**src/rtl/fetch_unit.sv**
```systemverilog
// fetch_unit: instruction fetch stage driving a one-cycle-latency word memory,
// buffering {pc, insn} pairs in a 2-entry skid FIFO for decode.
`default_nettype none

module fetch_unit #(
  parameter logic [31:0] PC_RESET   = 32'h80020000,
  parameter int          FIFO_DEPTH = 2
) (
  input  logic        clk,
  input  logic        rst,
  input  logic        enable,
  input  logic        stall,
  input  logic        redirect,
  input  logic [31:0] redirect_pc,
  output logic [31:0] mem_address,
  output logic [1:0]  mem_access_size,
  output logic        mem_write,
  input  logic [31:0] mem_data_in,
  output logic [31:0] insn,
  output logic [31:0] insn_pc,
  output logic        insn_valid,
  output logic        fetch_fault
);

  localparam logic [2:0] DEPTH = 3'(FIFO_DEPTH);

  typedef enum logic [1:0] {
    IDLE  = 2'd0,
    RUN   = 2'd1,
    FAULT = 2'd2
  } state_e;

  state_e      state_q, state_d;
  logic [31:0] pc_q, pc_d;
  logic [31:0] inflight_pc_q, inflight_pc_d;
  logic        inflight_q, inflight_d;
  logic [1:0]  count_q, count_d;
  logic [31:0] insn_q, insn_d, insn_pc_q, insn_pc_d;
  logic [31:0] slot1_insn_q, slot1_insn_d, slot1_pc_q, slot1_pc_d;
  logic        valid_q, valid_d;
  logic        fault_q, fault_d;

  logic        pop, push, issue, misaligned;
  logic [2:0]  occupancy;

  always_comb begin
    pop        = valid_q && !stall;
    push       = inflight_q && !redirect;
    misaligned = redirect && (redirect_pc[1:0] != 2'b00);
    // Entries that will be held after this cycle, counting the one in flight.
    occupancy  = {1'b0, count_q} + {2'b0, inflight_q} - {2'b0, pop};
    issue      = (state_q == RUN) && !redirect && (occupancy < DEPTH);

    pc_d          = pc_q;
    inflight_pc_d = inflight_pc_q;
    inflight_d    = inflight_q;
    count_d       = count_q;
    insn_d        = insn_q;
    insn_pc_d     = insn_pc_q;
    slot1_insn_d  = slot1_insn_q;
    slot1_pc_d    = slot1_pc_q;
    state_d       = state_q;

    if (redirect) begin
      count_d    = 2'd0;
      inflight_d = 1'b0;
      pc_d       = {redirect_pc[31:2], 2'b00};
    end else begin
      inflight_d = issue;
      if (issue) begin
        inflight_pc_d = pc_q;
        pc_d          = pc_q + 32'd4;
      end
      case ({push, pop})
        2'b10: begin
          if (count_q == 2'd0) begin
            insn_d    = mem_data_in;
            insn_pc_d = inflight_pc_q;
          end else begin
            slot1_insn_d = mem_data_in;
            slot1_pc_d   = inflight_pc_q;
          end
          count_d = count_q + 2'd1;
        end
        2'b01: begin
          if (count_q == 2'd2) begin
            insn_d    = slot1_insn_q;
            insn_pc_d = slot1_pc_q;
          end
          count_d = count_q - 2'd1;
        end
        2'b11: begin
          if (count_q == 2'd2) begin
            insn_d       = slot1_insn_q;
            insn_pc_d    = slot1_pc_q;
            slot1_insn_d = mem_data_in;
            slot1_pc_d   = inflight_pc_q;
          end else begin
            insn_d    = mem_data_in;
            insn_pc_d = inflight_pc_q;
          end
        end
        default: ;
      endcase
    end

    case (state_q)
      IDLE:    if (enable) state_d = RUN;
      RUN:     if (!enable) state_d = IDLE;
      FAULT:   state_d = FAULT;
      default: state_d = IDLE;
    endcase
    if (misaligned) begin
      state_d = FAULT;
    end else if (redirect && (state_q == FAULT)) begin
      state_d = enable ? RUN : IDLE;
    end

    valid_d = (count_d != 2'd0);
    fault_d = (state_d == FAULT);
  end

  always_ff @(posedge clk or posedge rst) begin
    if (rst) begin
      state_q       <= IDLE;
      pc_q          <= PC_RESET;
      inflight_pc_q <= 32'd0;
      inflight_q    <= 1'b0;
      count_q       <= 2'd0;
      insn_q        <= 32'd0;
      insn_pc_q     <= 32'd0;
      slot1_insn_q  <= 32'd0;
      slot1_pc_q    <= 32'd0;
      valid_q       <= 1'b0;
      fault_q       <= 1'b0;
    end else begin
      state_q       <= state_d;
      pc_q          <= pc_d;
      inflight_pc_q <= inflight_pc_d;
      inflight_q    <= inflight_d;
      count_q       <= count_d;
      insn_q        <= insn_d;
      insn_pc_q     <= insn_pc_d;
      slot1_insn_q  <= slot1_insn_d;
      slot1_pc_q    <= slot1_pc_d;
      valid_q       <= valid_d;
      fault_q       <= fault_d;
    end
  end

  assign mem_address     = pc_q;
  assign mem_access_size = 2'b10;
  assign mem_write       = 1'b0;
  assign insn            = insn_q;
  assign insn_pc         = insn_pc_q;
  assign insn_valid      = valid_q;
  assign fetch_fault     = fault_q;

endmodule

`default_nettype wire

```
**config.mk**
```make
export PLATFORM = sky130hd
export DESIGN_NAME = fetch_unit
export DESIGN_NICKNAME = d
export VERILOG_FILES = /design/src/rtl/fetch_unit.sv
export SDC_FILE = /design/constraint.sdc
export NUM_CORES = 1
export LEC_CHECK = 0
export BUFFER_PORTS_ARGS = -buffer_cell sky130_fd_sc_hd__buf_4
export CORE_AREA = 2 2 141 143
export CTS_CLUSTER_DIAMETER = 150
export DETAILED_ROUTE_END_ITERATION = 8
export DIE_AREA = 0 0 143 145
export PLACE_DENSITY_LB_ADDON = 0.05
export REMOVE_ABC_BUFFERS = 1
export SLEW_MARGIN = 20
export SYNTH_ARGS = -nofsm -noshare
export SYNTH_HDL_FRONTEND = slang
export SYNTH_SLANG_ARGS = --single-unit
```
**constraint.sdc**
```tcl
create_clock -name clk -period 17.45 [get_ports clk]
set_input_delay 0.8725 -clock clk [delete_from_list [all_inputs] [get_ports clk]]
set_output_delay 0.8725 -clock clk [all_outputs]
set_load 0.1 [all_outputs]
```
* After elaboration in Yosys (flattened, before gate mapping)
Cells that the tools add are included.
Widths: inputs -> output; s select.
** Cells by class
- Add/sub/neg operators :: 5
- $lt $le $gt $ge :: 1
- Equality and inequality tests :: 11
- Mux-type cells :: 25
- Bitwise logic cells :: 1
- Reductions and logical operators :: 18
** Operators by type and width (count)
- $mux 32 :: 12
- $pmux 32 s3 :: 2
- $pmux 32 s2 :: 2
- $add 32x3->32 const B :: 1
- $eq 2x2->1 const B :: 5
- $mux 2 :: 5
- $ne 2x2->1 const B :: 4
- $reduce_and 4->1 :: 2
- $reduce_bool 2->1 :: 4
- $logic_and 1x1->1 :: 6
- $pmux 2 s3 :: 1
- $eq 2x1->1 const B :: 2
- $logic_not 2->1 :: 2
- $pmux 2 s2 :: 1
- $add 2x1->3 :: 1
- $lt 3x2->1 const B :: 1
- $reduce_bool 3->1 :: 1
- $sub 3x1->3 :: 1
- $add 2x1->2 const B :: 1
- $logic_not 1->1 :: 2
- $mux 1 :: 2
- $reduce_and 2->1 :: 1
- $sub 2x1->2 const B :: 1
- $not 1->1 :: 1
** Word-level totals
- Flip-flop bits (word level) :: 199
- Bits of input ports :: 69
- Logic and storage cells :: 72

* Depth between registers and ports, before layout
Gate-level depths: netlist (run 1).
- Depth in word-level cells :: 7
- Mapped depth :: 12
- Mapped depth without buffers :: 10

* Worst setup path after synthesis (run 1)
Ideal clock, no wire load.
- Path type :: reg-to-reg
- From :: register valid_q, in the netlist insn_valid
- To :: register pc_q[31], in the netlist mem_address[31]
- Setup time :: 0.082 ns
- Arrival :: 3.369 ns
- Required time :: 17.368 ns
- Slack :: 13.999 ns
- Cell stages (with the launch flop) :: 13
- Path buffers :: 2
- Cell sequence :: dfrtp_1 nor2b_1 ha_1 nand2b_1 fa_1 nand4bb_1 or2_1 buf_2 inv_2 and3_1 buf_6 nand4_4 mux2_4
** Between the ends
- Cells in the longest elaborated chain, start to end :: 5
** Ends and longest elaborated chain
- from (decl) :: RTL line 40 : logic valid_q, valid_d;
- from (signal assigned) :: RTL line 146 : valid_q <= valid_d;
- $logic_and 1x1->1 :: RTL line 47 : pop = valid_q && !stall;
- $sub 3x1->3 :: RTL line 51 : occupancy = {1'b0, count_q} + {2'b0, inflight_q} - {2'b0, pop};
- $lt 3x2->1 :: RTL line 52 : issue = (state_q == RUN) && !redirect && (occupancy < DEPTH);
- $logic_and 1x1->1 :: RTL line 52
- $reduce_bool 2->1 (no line)
- to (signal assigned) :: RTL line 138 : pc_q <= pc_d;
- to (decl) :: RTL line 34 : logic [31:0] pc_q, pc_d;
Every way passes these cells.
A chain may end at the register's enable or synchronous reset.

* Worst setup path in the final report (run 1)
- From :: input stall
- To :: register pc_q[31], in the netlist mem_address[31]
** Between the ends
- Cells in the longest elaborated chain, start to end :: 6
** Ends and longest elaborated chain
- from (decl) :: RTL line 12 : input logic stall,
- $logic_not 1->1 :: RTL line 47
- $logic_and 1x1->1 :: RTL line 47
- $sub 3x1->3 :: RTL line 51
- $lt 3x2->1 :: RTL line 52
- $logic_and 1x1->1 :: RTL line 52
- $reduce_bool 2->1 (no line)
Every way passes these cells.

==> results.md, run 1 <==
* Synth Register Bits at 192
* Die area at 0.0207 mm2
* Worst-path fanout max at 42
* # DRC at 0
* Root Driver: clkbuf_16
* Synth async-reset ratio at 1.00
* RR Endpoint: mem_address[31]
* R2r setup slk at 13.76 ns
* Final period util at 0.221
* Std cell rows at 51
* Post-synthesis sequential area ratio at 0.567
* Final setup skew at 0.0122 ns
* Logic pwr share at 0.436
* # port buffers at 164
* First-pass GRT wire length at 33.6 mm
* Pwr dens at 168 mW/mm2
* Clock transition at path regs at 0.07 ns
* All-Layer GR Usage at 0.203
* R2r worst-path depth at 10
* Reg2Reg Launch Point: insn_valid
* Grt total ovfl at 0
* Core area at 0.0192 mm2
* Worst setup endpoint: mem_address[31]
* Vias in the first global route at 6315
* Critical Path AT at 4.21 ns
* Clock buffer depth at 2
* CP Launch Point: stall
* Post-DRT Antenna Nets at 0
* Max IR drop VDD at 76.8 uV
* Number of CTS-inserted buffers at 17
* # setup viols final at 0
* Initial antenna violation count at 0
* NetSw at 0.857 mW
* Antenna Cells at 0
* Switching share of power at 0.488
* Layout Nets at 1007
* Clock tree sinks at 192
* Worst-Skew Late Latency at 0.43 ns
* Fmax achieved at 259 MHz
* Hold WC Path Type: flop to flop
* Via Count at 6341
* Filler cells at 1748
* Die W at 143 um
* Critical path type: primary input to flop
* Worst slew pin tran at 0.885 ns
* Hpwl dp at 12.9 mm
* Worst setup SP type: primary input
* Leakage at 5.10 nW
* Initial Util at 0.441
* Setup TNS at 0 ns
* Crit path required time at 17.80 ns
* Pre-CTS setup slack at 12.95 ns
* Max Cap Viol at 0
* Final Max Slew Viols at 0
* Routed vias/inst at 5.24
* Maximum number of pins on one net before global-route repair at 116
* Final Hold Viols at 0
* DR WL/cell at 16.7 um
* H-Tree Depth at 4
* Synth Instances at 797
* Routed WL at 20.1 mm
* Setup WS post-layout at 13.59 ns
* Status: finished, final reports clean
* Post-CTS setup buffers at 0
* Seq pwr share at 0.343
* RSZ-0062 raised after global routing: no
* Synth Cell Area at 0.00847 mm2
* Iter 0 DRT Violations at 460
* Fin cells at 1209
* DRT Pass-1 Iters at 5
* Yosys cell types at 53
* Relative slew slack at 0.410
* Area growth from synthesis to layout at 23.3%
* Fin area at 0.0104 mm2
* # hold bufs at CTS at 0
* CTS tree: done
* Post-Syn Area per Cell at 10.6 um2
* Die Y at 145 um
* Min cycle time layout at 3.86 ns
* I/O pin count at 170
* Worst setup EP type: flop
* Clock power share at 0.222
* Number of synthesized flops with an enable pin at 0
* RD Place Congestion at 0.780
* Post-CTS Resized at 0
* Final core occ at 0.544
* Layout cell share with drive strength beyond 1 at 0.300
* Post-DP Area at 0.00986 mm2
* Internal power at 0.900 mW
* Placed instance count at 1177
* Synth warn at 0
* Top_reg_cell synth: dfrtp_1
==> per-stage QoR <==
step,power [mW],hold WS (ns)
global placement,1.37,0.461
global route,1.84,0.505
floorplan,1.21,0.464
detailed placement,1.38,0.472
CTS,1.77,0.487
finish,1.76,0.479
==> synthesized netlist by cell type, types with 2 or more instances <==
| library cell | count | share of area |
|---|---|---|
| ha_1 | 6 | 0.0089 |
| a32oi_1 | 6 | 0.0062 |
| nand4_4 | 2 | 0.0050 |
| o211ai_1 | 5 | 0.0044 |
| o21ai_0 | 88 | 0.052 |
| dfstp_2 | 2 | 0.0062 |
| a31oi_1 | 3 | 0.0022 |
| a21oi_1 | 6 | 0.0035 |
| and2_1 | 4 | 0.0030 |
| nand3_1 | 11 | 0.0065 |
| mux2_2 | 63 | 0.084 |
| buf_4 | 7 | 0.0062 |
| nor3_1 | 4 | 0.0024 |
| nand2b_1 | 4 | 0.0030 |
| xnor2_1 | 3 | 0.0031 |
| buf_1 | 4 | 0.0018 |
| nand4_1 | 12 | 0.0089 |
| clkbuf_1 | 31 | 0.014 |
| conb_1 | 2 | 0.00089 |
| xor2_1 | 4 | 0.0041 |
| dfrtp_1 | 190 | 0.56 |
| and4_1 | 4 | 0.0041 |
| inv_1 | 11 | 0.0049 |
| nor4_2 | 2 | 0.0030 |
| a22oi_1 | 70 | 0.062 |
| or3_1 | 3 | 0.0022 |
| mux2i_1 | 5 | 0.0059 |
| buf_2 | 15 | 0.0089 |
| nand2_1 | 171 | 0.076 |
| nor2_1 | 25 | 0.011 |
| o311ai_0 | 6 | 0.0062 |
| and3_1 | 6 | 0.0044 |
| o21ai_1 | 2 | 0.0012 |
==> critical path, cell delays in order <==
cell and delay, ns:
buf_4 0.11, nor2b_1 0.38, ha_1 0.32, nand2b_1 0.15, fa_1 0.48, nand4bb_1 0.10
or2_2 0.32, inv_2 0.59, and3_1 0.43, nand4_4 0.12, mux2_4 0.32
==> metal layers <==
metal,GRT usage,vias up,share of wire
met5,0,-,0
met4,0.0614,0,0.013
met3,0.0396,19,0.046
met2,0.320,160,0.48
met1,0.284,3077,0.47
li1,-,3085,-
==> state kept, by name, indices dropped and copies added, names as in the netlist <==
name / count
count_q: 2
fetch_fault: 1
inflight_pc_q: 30
inflight_q: 1
insn: 32
insn_pc: 31
insn_valid: 1
mem_address: 30
slot1_insn_q: 32
slot1_pc_q: 30
state_q: 2
==> cell type report <==
| type | count | area [um2] | area share |
|---|---|---|---|
| timing repair buffer | 170 | 1280 | 0.123 |
| clock buffer | 18 | 429 | 0.0411 |
| inverter | 12 | 52.6 | 0.00503 |
| tap | 265 | 332 | 0.0317 |
| sequential | 192 | 4810 | 0.460 |
| multi-input combinational | 538 | 3390 | 0.325 |
| clock inverter | 14 | 155 | 0.0149 |
==> kinds of logic after synthesis <==
| kind of cell | Yosys count | synth area share |
|---|---|---|
| and+or+nand+nor | 257 | 0.140 |
| AOI/OAI and AO/OA | 193 | 0.145 |
| other | 2 | 0.000886 |
| adders and majority gates | 7 | 0.0112 |
| muxes | 69 | 0.0914 |
| DFF | 192 | 0.567 |
| xor gates and xnor gates | 7 | 0.00724 |
| buffers and inverters | 70 | 0.0372 |
==> cell usage in the layout (no fill, tap or decap), drive strengths merged, types with 2 or more instances in the layout <==
cell type | Yosys | routed
dfrtp | 190 | 190
nand2 | 171 | 171
buf | 27 | 170
o21ai | 90 | 90
a22oi | 70 | 70
mux2 | 64 | 64
nor2 | 25 | 25
clkbuf | 31 | 18
inv | 12 | 17
nand4 | 15 | 15
nand3 | 12 | 12
and3 | 7 | 7
a21oi | 6 | 6
a32oi | 6 | 6
o311ai | 6 | 6
ha | 6 | 6
mux2i | 5 | 5
o211ai | 5 | 5
conb | 2 | 5
nor3 | 5 | 5
xor2 | 4 | 4
nand2b | 4 | 4
and2 | 4 | 4
and4 | 4 | 4
clkinvlp | 0 | 4
nor4 | 4 | 4
a31oi | 3 | 3
xnor2 | 3 | 3
or3 | 3 | 3
clkinv | 0 | 3
bufinv | 0 | 2
dfstp | 2 | 2
==> how the worst min path moves through the flow <==
stage                      start                 to  slack, ns  depth (start not counted)
2_1_floorplan  inflight_pc_q[11]  inflight_pc_q[11]       0.46                          2
3_3_place_gp            insn[28]           insn[28]       0.46                          2
3_5_place_dp             insn[5]            insn[5]       0.47                          2
4_1_cts                  insn[5]            insn[5]       0.49                          2
5_1_grt                  insn[1]            insn[1]       0.51                          2
6_report                 insn[5]            insn[5]       0.48                          2
==> power groups by stage <==
stage / sequential [mW] / combinational (mW) / clock, mW
global placement: 0.607 / 0.766 / 0
finish: 0.602 / 0.765 / 0.390
floorplan: 1.10 / 0.108 / 0
global route: 0.616 / 0.801 / 0.420
detailed placement: 0.612 / 0.770 / 0
CTS: 0.604 / 0.770 / 0.400
(Power assumes the default switching activity.)
==> inputs of run 2 (changes only) <==
==> constraint.sdc (replaced) <==
create_clock -name clk -period 3.9 [get_ports clk]
set_input_delay 0.195 -clock clk [delete_from_list [all_inputs] [get_ports clk]]
set_output_delay 0.195 -clock clk [all_outputs]
set_load 0.1 [all_outputs]
==> run 2 against run 1 <==
- first-iteration DRC count fell by 5.4%
- register-to-register slack got worse by 13 ns
- non-clock buffer count increased by 44
- power rose to 4.5 times the previous value
- hold slack worse by 0.47 ns
- clock-buffer cell count shrank 1
- clock skew shrank 0.0052 ns
- sequential share of layout area shrank 2.1 points
- core utilization rose by 2.6 points
- global-route usage rose by 0.63 points
- clock power grew to 4.6 times the previous value
==> results.md, run 2 (synthesized netlist as in run 1, its figures left out) <==
* Grt total ovfl at 0 (unchanged)
* I/O pin count at 170 (unchanged)
* # DRC at 0 (unchanged)
* Hpwl dp at 13.1 mm (+1.3%)
* Worst-path fanout max at 19 (-55%)
* # setup viols final at 0 (unchanged)
* DRT Pass-1 Iters at 5 (unchanged)
* Maximum number of pins on one net before global-route repair at 150 (+29%)
* Leakage at 5.31 nW (+4.1%)
* Std cell rows at 51 (unchanged)
* Min cycle time layout at 3.25 ns
* Worst setup SP type: flop
* Clock buffer depth at 2 (unchanged)
* Critical Path AT at 3.62 ns (-0.59 ns)
* Most common cell after layout, fill and taps aside: dfrtp_1
* Status: finished, final reports clean
* Worst setup EP type: flop
* Crit path required time at 4.26 ns (-13.54 ns)
* Max Cap Viol at 0 (unchanged)
* Fin cells at 1253 (+3.6%)
* Filler cells at 1671 (-4.4%)
* Die W at 143 um (unchanged)
* Clock tree sinks at 192 (unchanged)
* Worst-Skew Late Latency at 0.43 ns (about the same)
* Initial Util at 0.441 (unchanged)
* Hold WC Path Type: primary input to flop
* Worst slew pin tran at 0.783 ns (-0.101 ns)
* Critical path type: flop to flop
* All-Layer GR Usage at 0.209 (+0.00628)
* Final core occ at 0.570 (+0.0257)
* Pwr dens at 727 mW/mm2 (+330%)
* Iter 0 DRT Violations at 435 (-5.4%)
* RD Place Congestion at 0.831 (+6.5%)
* Core area at 0.0192 mm2 (unchanged)
* Die area at 0.0207 mm2 (unchanged)
* Die Y at 145 um (unchanged)
* Final Max Slew Viols at 0 (unchanged)
* Final period util at 0.833
* DR WL/cell at 16.6 um (-0.28%)
* Placed instance count at 1181 (+0.34%)
* Post-DRT Antenna Nets at 0 (unchanged)
* Vias in the first global route at 6564 (+3.9%)
* CTS tree: done
* Root Driver: clkbuf_16
* Layout cell share with drive strength beyond 1 at 0.291 (-0.00829)
* Via Count at 6561 (+3.5%)
* First-pass GRT wire length at 34.7 mm (+3.3%)
* Initial antenna violation count at 0 (unchanged)
* Max IR drop VDD at 358 uV (+370%)
* Antenna Cells at 0 (unchanged)
* Clock transition at path regs at 0.07 ns (about the same)
* Fmax achieved at 308 MHz
* Routed vias/inst at 5.24 (-0.16%)
* RSZ-0062 raised after global routing: no
* Layout Nets at 1051 (+4.4%)
* Total Power at 7.95 mW (+350%)
* Relative slew slack at 0.478 (+0.0676)
* # port buffers at 164 (unchanged)
* Final setup skew at 0.00698 ns (-0.00520 ns)
* Most frequent cells in the layout: 190 x dfrtp_1, 170 x nand2_1, 170 x buf_4
* Routed WL at 20.8 mm (+3.3%)
* H-Tree Depth at 4 (unchanged)
* Area growth from synthesis to layout at 29.1%
* Number of CTS-inserted buffers at 17 (unchanged)
* Final Hold Viols at 0 (unchanged)
## run 2: path summary, 6_finish.rpt
check	from	to	slack, ns	cells past startpoint
worst max-delay path	insn_valid	mem_address[31]	0.65	10
worst min-delay path	redirect_pc[27]	mem_address[27]	0.008	3
worst max register to register	insn_valid	mem_address[31]	0.65	10
worst min register to register	insn[12]	insn[12]	0.48	2
max in group asynchronous	rst	mem_address[17]	2.64	4
min in group asynchronous	rst	insn[17]	0.44	3
## run 2: cell type report
class	instances	area [um2]	area share
repair buffers	214	1760	0.161
flip-flops and latches	192	4810	0.439
clock inverters	15	170	0.0156
multi-input cells	538	3390	0.310
inverters	12	57.6	0.00526
clock buffers	17	425	0.0389
well taps	265	332	0.0303
## run 2: what timing repair did
item / CTS / global route
buffers inserted: 0 / 0
hold buffers: 37 / 3
hold endpoints to repair: 37 / 80
gates resized for setup: 0 / 0
## run 2: critical path, cell delays in order, from the launching register on
cell and delay, ns:
dfrtp_1 0.35, nor2b_1 0.37, ha_1 0.31, nand2b_1 0.15, fa_1 0.49, nand4bb_1 0.11
or2_2 0.32, inv_2 0.28, and3_1 0.37, nand4_4 0.12, mux2_4 0.31
## run 2: through the flow
step	setup WS, ns	hold slack (ns)	area, um2	setup TNS, ns
after floorplan	-1.86	0.258	8210	-472.92
after global placement	0.684	0.405	9940	0
after detailed placement	0.560	0.418	9940	0
after CTS	0.523	0.000302	10900	0
after global routing	0.386	0.00365	10900	0
final	0.649	0.00774	10900	0
## run 2: metal layers
metal | global-route usage | up-vias | routed length (um)
li1 | - | 3178 | -
met1 | 0.291 | 3165 | 9550
met2 | 0.332 | 193 | 9760
met3 | 0.0386 | 25 | 1130
met4 | 0.0663 | 0 | 368
met5 | 0 | - | 0
## run 2: report_power, final
part           leakage, nW  internal, mW  total (mW)  switching (mW)
clock                0.281         0.964        1.78           0.820
sequential            2.53          2.41        2.70           0.290
combinational         2.50         0.696        3.47            2.78
total                 5.31          4.07        7.95            3.89
==> inputs of run 3 (changes only) <==
==> constraint.sdc (replaced) <==
create_clock -name clk -period 2.9 [get_ports clk]
set_input_delay 0.145 -clock clk [delete_from_list [all_inputs] [get_ports clk]]
set_output_delay 0.145 -clock clk [all_outputs]
set_load 0.1 [all_outputs]
==> run 3 against run 2 <==
- combinational power up 36%
- power up 35%
- die area unchanged
- hold slack better by 0.0091 ns
- fmax up 22%
- first-iteration DRC count down 9.0%
- clock skew up 0.0038 ns
- setup slack worse by 0.42 ns
- sequential cell count unchanged
- sequential share of layout area down 1.4 points
- critical path type unchanged
==> results.md, run 3 (synthesized netlist as in run 1, its figures left out) <==
* Most frequent cells in the layout: 190 x dfrtp_1, 180 x buf_4, 170 x nand2_1
* Via Count at 6769 (+3.2%)
* Final Max Slew Viols at 0 (unchanged)
* I/O pin count at 170 (unchanged)
* Placed instance count at 1194 (+1.1%)
* Routed vias/inst at 5.25 (+0.29%)
* Crit path required time at 3.19 ns (-1.07 ns)
* R2r setup slk at 0.23 ns (-0.42 ns)
* Max stage delay on crit path at 0.48 ns (about the same)
* Pre-CTS setup slack at 0.0516 ns (-0.508 ns)
* Area growth from synthesis to layout at 33.3%
* Post-CTS setup buffers at 0 (unchanged)
* Final Hold Viols at 0 (unchanged)
* Std cell rows at 51 (unchanged)
* Post-DRT Antenna Nets at 0 (unchanged)
* CTS tree: done
* Hpwl dp at 13.6 mm (+4.2%)
* R2r worst-path depth at 11 (+1)
* H-Tree Depth at 4 (unchanged)
* Grt total ovfl at 0 (unchanged)
* Worst hold path endpoint: state_q[1]
* Setup TNS at 0 ns (unchanged)
* Critical Path Stages at 11 (+1)
* Initial Util at 0.441 (unchanged)
* Worst setup EP type: flop
* Cell chain of the critical path: nor2b_2 -> ha_1 -> nand2b_1 -> fa_1 -> nand4bb_1 -> or2_4 -> inv_4 -> nor2_2 -> buf_4 -> o21ai_0 -> o311ai_1
* Final setup skew at 0.0107 ns (+0.00375 ns)
* Die area at 0.0207 mm2 (unchanged)
* Worst slew pin tran at 0.907 ns (+0.123 ns)
* Hold-critical path depth at 3 (unchanged)
* Number of CTS-inserted buffers at 17 (unchanged)
* Hold_sp: redirect_pc[1]
* Core area at 0.0192 mm2 (unchanged)
* # port buffers at 164 (unchanged)
* Most common cell after layout, fill and taps aside: dfrtp_1
* Worst-path fanout max at 9 (-10)
* # DRC at 0 (unchanged)
* First-pass GRT wire length at 34.5 mm (-0.48%)
* RD Place Congestion at 0.801 (-3.6%)
* Fin cells at 1289 (+2.9%)
* DR WL/cell at 16.4 um (-0.97%)
* Worst setup SP type: flop
* Pwr dens at 948 mW/mm2 (+30%)
* Relative slew slack at 0.394 (-0.0836)
* Vias in the first global route at 6761 (+3.0%)
* Post-DP Area at 0.0100 mm2 (+1.1%)
* Min cycle time layout at 2.67 ns (-0.579 ns)
* Hold WC Path Type: primary input to flop
* Die Y at 145 um (unchanged)
* Root Driver: clkbuf_16
* Die W at 143 um (unchanged)
* Clock tree sinks at 192 (unchanged)
* DRT Pass-1 Iters at 4 (-1)
* Max Cap Viol at 0 (unchanged)
* Routed WL at 21.2 mm (+1.9%)
* Worst path bufs/invs at 2 (+1)
* # setup viols final at 0 (unchanged)
* Status: finished, final reports clean
* Final period util at 0.921 (+0.0877)
* Clock transition at path regs at 0.07 ns (about the same)
* RSZ-0062 raised after global routing: no
* RR Endpoint: mem_address[5]
* Maximum number of pins on one net before global-route repair at 108 (-28%)
* Leakage at 5.48 nW (+3.2%)
* Iter 0 DRT Violations at 396 (-9.0%)
* Critical path type: flop to flop
* Clock buffer depth at 2 (unchanged)
* Layout cell share with drive strength beyond 1 at 0.295 (+0.00342)
* Critical Path Slowest Stage Cell: fa_1
* Reg2Reg Launch Point: insn_valid
* Worst-Skew Late Latency at 0.43 ns (about the same)
* Initial antenna violation count at 0 (unchanged)
* Cell family with most CP delay: simple AND/OR/NAND/NOR gates
* Max IR drop VDD at 492 uV (+37%)
* Fmax achieved at 374 MHz (+22%)
* Fin area at 0.0113 mm2 (+3.2%)
* All-Layer GR Usage at 0.209 (about the same)
* Layout Nets at 1087 (+3.4%)
* Critical Path AT at 2.96 ns (-0.66 ns)
* Antenna Cells at 0 (unchanged)
* Setup WS post-layout at 0.229 ns (-0.421 ns)
run 3: worst max path at each step:
stage / slack, ns / end / start
final: 0.23 / mem_address[5] / insn_valid
after global routing: 0.08 / mem_address[28] / insn_valid
after CTS: 0.04 / mem_address[5] / insn_valid
after detailed placement: 0.05 / mem_address[5] / insn_valid
after global placement: 0.17 / mem_address[6] / insn_valid
after floorplan: -2.86 / insn[0] / insn_valid
run 3: worst reg2reg max path, delay by kind of cell, from the launching register on:
kind                       cells  cell delay [ns]
and+or+nand+nor                5             0.82
adders and majority gates      2             0.74
DFF                            1             0.38
AOI/OAI and AO/OA              2             0.30
buffers and inverters          2             0.30
run 3: through the flow:
step / util / hold WS, ns / total power [mW]
floorplan: - / 0.208 / 7.26
global placement: 0.523 / 0.341 / 8.29
detailed placement: 0.523 / 0.352 / 8.34
CTS: 0.586 / 0.00104 / 10.8
global route: 0.588 / 0.0175 / 11.2
finish: 0.588 / 0.0168 / 10.7
run 3: final cells by class:
class	instances	area, um2
multi-input combinational	538	3410
clock inverter	12	149
timing repair buffer	250	2100
fill	1660	7910
clock buffer	20	437
tap	265	332
sequential	192	4810
inverter	12	55.1
run 3: what timing repair did:
action                                  in CTS  in global routing
hold buffers                                62                  1
gates resized for setup                      0                 12
endpoints found under the setup margin       0                  9
hold endpoints to repair                   165                  1
run 3: metal layers:
| metal | routed length, um | GRT usage | vias to the layer above |
|---|---|---|---|
| li1 | - | - | 3243 |
| met1 | 9760 | 0.283 | 3323 |
| met2 | 10100 | 0.339 | 181 |
| met3 | 976 | 0.0416 | 22 |
| met4 | 327 | 0.0653 | 0 |
| met5 | 0 | 0 | - |
run 3: report_power, final:
group / switching, mW / internal [mW] / total, mW
Clock: 1.08 / 1.30 / 2.38
Sequential: 0.388 / 3.24 / 3.62
Combinational: 3.74 / 0.970 / 4.71
Total: 5.20 / 5.50 / 10.7
